==> config.mk <==
export PLATFORM = sky130hd
export DESIGN_NAME = alu_issue_ctrl
export DESIGN_NICKNAME = d
export VERILOG_FILES = /design/src/rtl/alu_pkg.sv /design/src/rtl/alu_4bit.sv /design/src/rtl/alu_issue_ctrl.sv
export SDC_FILE = /design/constraint.sdc
export NUM_CORES = 1
export LEC_CHECK = 0
export BUFFER_PORTS_ARGS = -buffer_cell sky130_fd_sc_hd__buf_4
export CAP_MARGIN = 20
export CORE_MARGIN = 2
export CORE_UTILIZATION = 29
export CTS_BUF_LIST = sky130_fd_sc_hd__clkbuf_4 sky130_fd_sc_hd__clkbuf_8 sky130_fd_sc_hd__clkbuf_16
export CTS_CLUSTER_DIAMETER = 100
export DETAILED_ROUTE_END_ITERATION = 10
export SYNTH_ARGS = -nofsm -noshare
export SYNTH_HDL_FRONTEND = slang
export SYNTH_SLANG_ARGS = --single-unit
export TNS_END_PERCENT = 50
==> constraint.sdc <==
create_clock -name clk -period 2.6 [get_ports clk]
set_input_delay 0 -clock clk [delete_from_list [all_inputs] [get_ports clk]]
set_output_delay 0 -clock clk [all_outputs]
set_load 0.1 [all_outputs]
==> src/rtl/alu_pkg.sv <==
// Shared constants for the ALU issue controller and the 4-bit ALU.
package alu_pkg;

    localparam logic [2:0] ALU_ADD = 3'b000;
    localparam logic [2:0] ALU_SUB = 3'b001;
    localparam logic [2:0] ALU_NOT = 3'b010;
    localparam logic [2:0] ALU_AND = 3'b011;
    localparam logic [2:0] ALU_OR  = 3'b100;
    localparam logic [2:0] ALU_XOR = 3'b101;
    localparam logic [2:0] ALU_LT  = 3'b110;
    localparam logic [2:0] ALU_EQ  = 3'b111;

    localparam int REG_AW = 2;

    typedef enum logic [1:0] {
        IDLE = 2'd0,
        EXEC = 2'd1,
        RESP = 2'd2
    } issue_state_t;

endpackage

==> src/rtl/alu_4bit.sv <==
// Combinational 4-bit ALU. Flags are only produced by ADD/SUB; every other
// function reports zero/overflow/carry as 0. LT is an unsigned compare.
// SUB carry is the carry-out of a + ~b + 1, i.e. 1 means "no borrow".
module alu_4bit
    import alu_pkg::*;
(
    input  logic [2:0] alu_fnselec,
    input  logic [3:0] alu_a,
    input  logic [3:0] alu_b,
    output logic [3:0] alu_res,
    output logic       alu_zero,
    output logic       alu_overflow,
    output logic       alu_carry
);

    logic [4:0] w_sum;

    // Function decode and flag generation.
    always_comb begin
        alu_res      = '0;
        alu_zero     = 1'b0;
        alu_overflow = 1'b0;
        alu_carry    = 1'b0;
        w_sum        = '0;
        case (alu_fnselec)
            ALU_ADD: begin
                w_sum        = {1'b0, alu_a} + {1'b0, alu_b};
                alu_res      = w_sum[3:0];
                alu_carry    = w_sum[4];
                alu_overflow = (alu_a[3] == alu_b[3]) && (w_sum[3] != alu_a[3]);
                alu_zero     = (w_sum[3:0] == 4'd0);
            end
            ALU_SUB: begin
                w_sum        = {1'b0, alu_a} + {1'b0, ~alu_b} + 5'd1;
                alu_res      = w_sum[3:0];
                alu_carry    = w_sum[4];
                alu_overflow = (alu_a[3] != alu_b[3]) && (w_sum[3] != alu_a[3]);
                alu_zero     = (w_sum[3:0] == 4'd0);
            end
            ALU_NOT: alu_res = ~alu_a;
            ALU_AND: alu_res = alu_a & alu_b;
            ALU_OR:  alu_res = alu_a | alu_b;
            ALU_XOR: alu_res = alu_a ^ alu_b;
            ALU_LT:  alu_res = {3'b000, (alu_a < alu_b)};
            ALU_EQ:  alu_res = {3'b000, (alu_a == alu_b)};
            default: alu_res = '0;
        endcase
    end

endmodule

==> src/rtl/alu_issue_ctrl.sv <==
// Sequential front-end for alu_4bit: accept an instruction, read operands
// from a 4x4 register file, execute for one cycle, write back and hold the
// result on a backpressured response channel.
//
// state | meaning
// IDLE  | ready for an instruction; operands latched on acceptance
// EXEC  | ALU driven from latched operands; writeback at the closing edge
// RESP  | response valid and held until rsp_ready
module alu_issue_ctrl
    import alu_pkg::*;
#(
    parameter int REG_COUNT = 4
)(
    input  logic              clk,
    input  logic              rst_n,
    input  logic              instr_valid,
    output logic              instr_ready,
    input  logic [2:0]        instr_fn,
    input  logic [REG_AW-1:0] instr_rd,
    input  logic [REG_AW-1:0] instr_rs1,
    input  logic [REG_AW-1:0] instr_rs2,
    input  logic              instr_imm_en,
    input  logic [3:0]        instr_imm,
    input  logic              wr_en,
    input  logic [REG_AW-1:0] wr_addr,
    input  logic [3:0]        wr_data,
    input  logic [REG_AW-1:0] rd_addr,
    output logic [3:0]        rd_data,
    output logic              rsp_valid,
    input  logic              rsp_ready,
    output logic [3:0]        rsp_res,
    output logic              rsp_zero,
    output logic              rsp_overflow,
    output logic              rsp_carry,
    output logic              busy
);

    issue_state_t      r_state;
    issue_state_t      w_state_nxt;
    logic [2:0]        r_fn;
    logic [REG_AW-1:0] r_rd;
    logic [3:0]        r_a;
    logic [3:0]        r_b;
    logic [3:0]        r_regs [REG_COUNT];
    logic              w_accept;
    logic [3:0]        w_alu_res;
    logic              w_alu_zero;
    logic              w_alu_overflow;
    logic              w_alu_carry;

    assign w_accept    = instr_valid && (r_state == IDLE);
    assign instr_ready = (r_state == IDLE);
    assign rsp_valid   = (r_state == RESP);
    assign busy        = (r_state != IDLE);
    assign rd_data     = r_regs[rd_addr];

    alu_4bit u_alu (
        .alu_fnselec  (r_fn),
        .alu_a        (r_a),
        .alu_b        (r_b),
        .alu_res      (w_alu_res),
        .alu_zero     (w_alu_zero),
        .alu_overflow (w_alu_overflow),
        .alu_carry    (w_alu_carry)
    );

    // State register.
    always_ff @(posedge clk or negedge rst_n) begin
        if (!rst_n) r_state <= IDLE;
        else        r_state <= w_state_nxt;
    end

    // Next-state decode.
    always_comb begin
        w_state_nxt = r_state;
        case (r_state)
            IDLE:    if (instr_valid) w_state_nxt = EXEC;
            EXEC:    w_state_nxt = RESP;
            RESP:    if (rsp_ready) w_state_nxt = IDLE;
            default: w_state_nxt = IDLE;
        endcase
    end

    // Operand latch at acceptance, using pre-edge register contents (no forwarding).
    always_ff @(posedge clk or negedge rst_n) begin
        if (!rst_n) begin
            r_fn <= '0;
            r_rd <= '0;
            r_a  <= '0;
            r_b  <= '0;
        end else if (w_accept) begin
            r_fn <= instr_fn;
            r_rd <= instr_rd;
            r_a  <= r_regs[instr_rs1];
            r_b  <= instr_imm_en ? instr_imm : r_regs[instr_rs2];
        end
    end

    // Register file: direct writes always honoured, ALU writeback wins on collision.
    always_ff @(posedge clk or negedge rst_n) begin
        if (!rst_n) begin
            for (int i = 0; i < REG_COUNT; i++) r_regs[i] <= '0;
        end else begin
            if (wr_en)             r_regs[wr_addr] <= wr_data;
            if (r_state == EXEC)   r_regs[r_rd]    <= w_alu_res;
        end
    end

    // Response capture at the end of EXEC; held until the next EXEC.
    always_ff @(posedge clk or negedge rst_n) begin
        if (!rst_n) begin
            rsp_res      <= '0;
            rsp_zero     <= 1'b0;
            rsp_overflow <= 1'b0;
            rsp_carry    <= 1'b0;
        end else if (r_state == EXEC) begin
            rsp_res      <= w_alu_res;
            rsp_zero     <= w_alu_zero;
            rsp_overflow <= w_alu_overflow;
            rsp_carry    <= w_alu_carry;
        end
    end

endmodule

==> results.sh <==
export IMPL_status="finished, final reports clean"
export IMPL_whs_path_depth=3
export IMPL_fp_row_count=35
export IMPL_r2r_cells=8
export IMPL_clkLatencyLatePin_ns=0.30
export IMPL_crit_start="r_a[0]$_DFFE_PN0P_"
export IMPL_layout_commonest_cell="buf_4"
export IMPL_wire_per_inst_um=16.31
export IMPL_layout_common_cells="buf_4 (43), dfrtp_1 (38), nand2_1 (20), a21oi_1 (20), o21ai_0 (16)"
export IMPL_grt_pass1_vias=2212
export IMPL_stdcell_count=413
export IMPL_cts_tree="built"
export IMPL_finalCriticalPeriod_ns=2.225
export IMPL_worst_pin_slew_ns=0.6841
export IMPL_ys_warn_count=0
export IMPL_setup_violations=0
export IMPL_dr_pass1_iters=4
export IMPL_synth_avg_cell_area_um2=10.65
export IMPL_rsz0062_at_grt="no"
export IMPL_maxCapViolCount=0
export IMPL_routed_via_density=5.196
export IMPL_postSynth_asyncResetShare_pct=100.0
export IMPL_use_met2_pct=25.95
export IMPL_synth_cells=255
export IMPL_synthDistinctLibCells=55
export IMPL_ys_flop_type="dfrtp_1"
export IMPL_holdBufCountCts=9
export IMPL_grtUsageTotal_pct=14.36
export IMPL_dpl_hpwl_um=5167
export IMPL_synthesis_nets=296
export IMPL_io_pins=41
export IMPL_grt_use_met3_pct=3.537
export IMPL_nets=342
export IMPL_drive_gt1_share_pct=31.79
export IMPL_hp_start="instr_imm[0]"
export IMPL_max_freq_mhz=449.4
export IMPL_arrival_ns=2.41
export IMPL_root_buffer="clkbuf_8"
export IMPL_tns_ns=0
export IMPL_ys_seq_elements=38
export IMPL_numCtsBuffers=5
export IMPL_vias=2146
export IMPL_fin_util_pct=36.16
export IMPL_synth_area_um2=2716
export IMPL_cp_max_fo=5
export IMPL_finClkSkew_ns=0.008415
export IMPL_grt_overflow=0
export IMPL_cts_max_path_buffers=2
export IMPL_critPathRequiredTime_ns=2.79
export IMPL_drc=0
export IMPL_finalWirelength_um=6735
export IMPL_start_util_pct=29.68
export IMPL_antenna_found_initial=0
export IMPL_place_congestion=0.8843
export IMPL_critical_path_class="register to register"
export IMPL_area_growth_pct=21.83
export IMPL_yosysSeqAreaShare_pct=35.01
export IMPL_drt_iter0_drc=89
export IMPL_period_share_pct=85.59
export IMPL_clock_sinks=38
export IMPL_die_h_um=100.8
export IMPL_reg2reg_from="r_a[0]$_DFFE_PN0P_"
export IMPL_postRouteAntennaNets=0
export IMPL_worst_setup_path_end_kind="register"
export IMPL_io_buffers=40
export IMPL_drv_slew=0
export IMPL_pre_cts_ws_ns=0.3796
export IMPL_clk_pin_slew_ns=0.08
export IMPL_critPathLaunchType="register"
export IMPL_coreArea_um2=9153
export IMPL_cts_setup_buffers=0
export IMPL_die_w_um=100.8
export IMPL_hp_class="input pin to register"
export IMPL_dp_cells=396
export IMPL_antenna_cells=0
export IMPL_grt_pass1_wl_um=11340
export IMPL_maxSlewHeadroom_pct=54.39
export IMPL_synth_edf_count=0
export IMPL_finalHoldViolations=0
export IMPL_use_met1_pct=16.95
export IMPL_grt_max_degree=39
export IMPL_die_area_um2=10160
export IMPL_htree_levels=2
export IMPL_cts_resized=0
export IMPL_top_usage_layer="met2"
export IMPL_worst_slack_ns=0.3747
metrics by stage:
step	hold WS [ns]	cell area, um2
2_1_floorplan	-0.2956	2716
5_1_grt	0.009212	3309
6_report	0.004008	3309
3_3_place_gp	0.01059	3082
4_1_cts	0.006072	3309
3_5_place_dp	0.005274	3082
worst max-delay path, stage by stage (launching register included):
cell and delay (ns):
dfrtp_1 0.39, inv_1 0.12, ha_1 0.19, inv_1 0.06, fa_1 0.45, mux2_2 0.27
mux2i_1 0.16, o221ai_2 0.17, mux2_2 0.31
area by class of cell:
type,count,area (um2)
clock buffers,5,68.82
fillers,887,5843
inverters,14,52.55
clock inverters,3,68.82
well taps,111,138.9
multi-input cells,190,1617
repair buffers,52,412.9
flip-flops and latches,38,950.9
cells by family after synthesis:
logic type	count (synthesis)	share of synthesized area, %
AOI/OAI and AO/OA	65	15.66
muxes	36	19.48
adders and majority gates	14	7.001
and+or+nand+nor	71	16.08
buffers and inverters	27	5.481
DFF	38	35.01
xor gates and xnor gates	4	1.290
final timing paths:
kind	to	slack, ns
setup / recovery	rsp_res[1]$_DFFE_PN0N_	0.37
hold / removal	r_b[0]$_DFFE_PN0P_	0.004
setup reg to reg	rsp_res[1]$_DFFE_PN0N_	0.37
hold reg to reg	rsp_overflow$_DFFE_PN0N_	0.48
max in group asynchronous	rsp_res[2]$_DFFE_PN0N_	2.04
min in group asynchronous	r_regs[0]$_DFF_PN0_	0.20
synth_stat cells, drive strengths merged (5+ instances only):
library cell / number / share of area (%)
dfrtp: 38 / 35
a21oi: 22 / 4.3
nand2: 21 / 3.0
o21ai: 20 / 4.0
mux2: 15 / 6.2
inv: 14 / 1.9
buf: 13 / 3.5
nor2: 13 / 1.8
ha: 12 / 5.5
mux4: 12 / 9.9
mux2i: 9 / 3.3
nand2b: 5 / 1.2
nor3: 5 / 1.5
per-layer routing:
metal  share of wire [%]  up-vias
met4                 1.3        0
met5                   0        -
met2                  53       53
met3                 5.0        9
li1                    -     1020
met1                  41     1064
state kept, by name, indices dropped and copies added, names as in the netlist:
signal and count:
rsp_zero 1, rsp_res 4, r_a 4, r_regs 16
r_fn 3, r_state 2, r_rd 2, rsp_overflow 1
rsp_carry 1, r_b 4
Power is left out: the tool's default activity adds up to more than one toggle a clock period on the data nets, which glitch-free logic cannot reach.
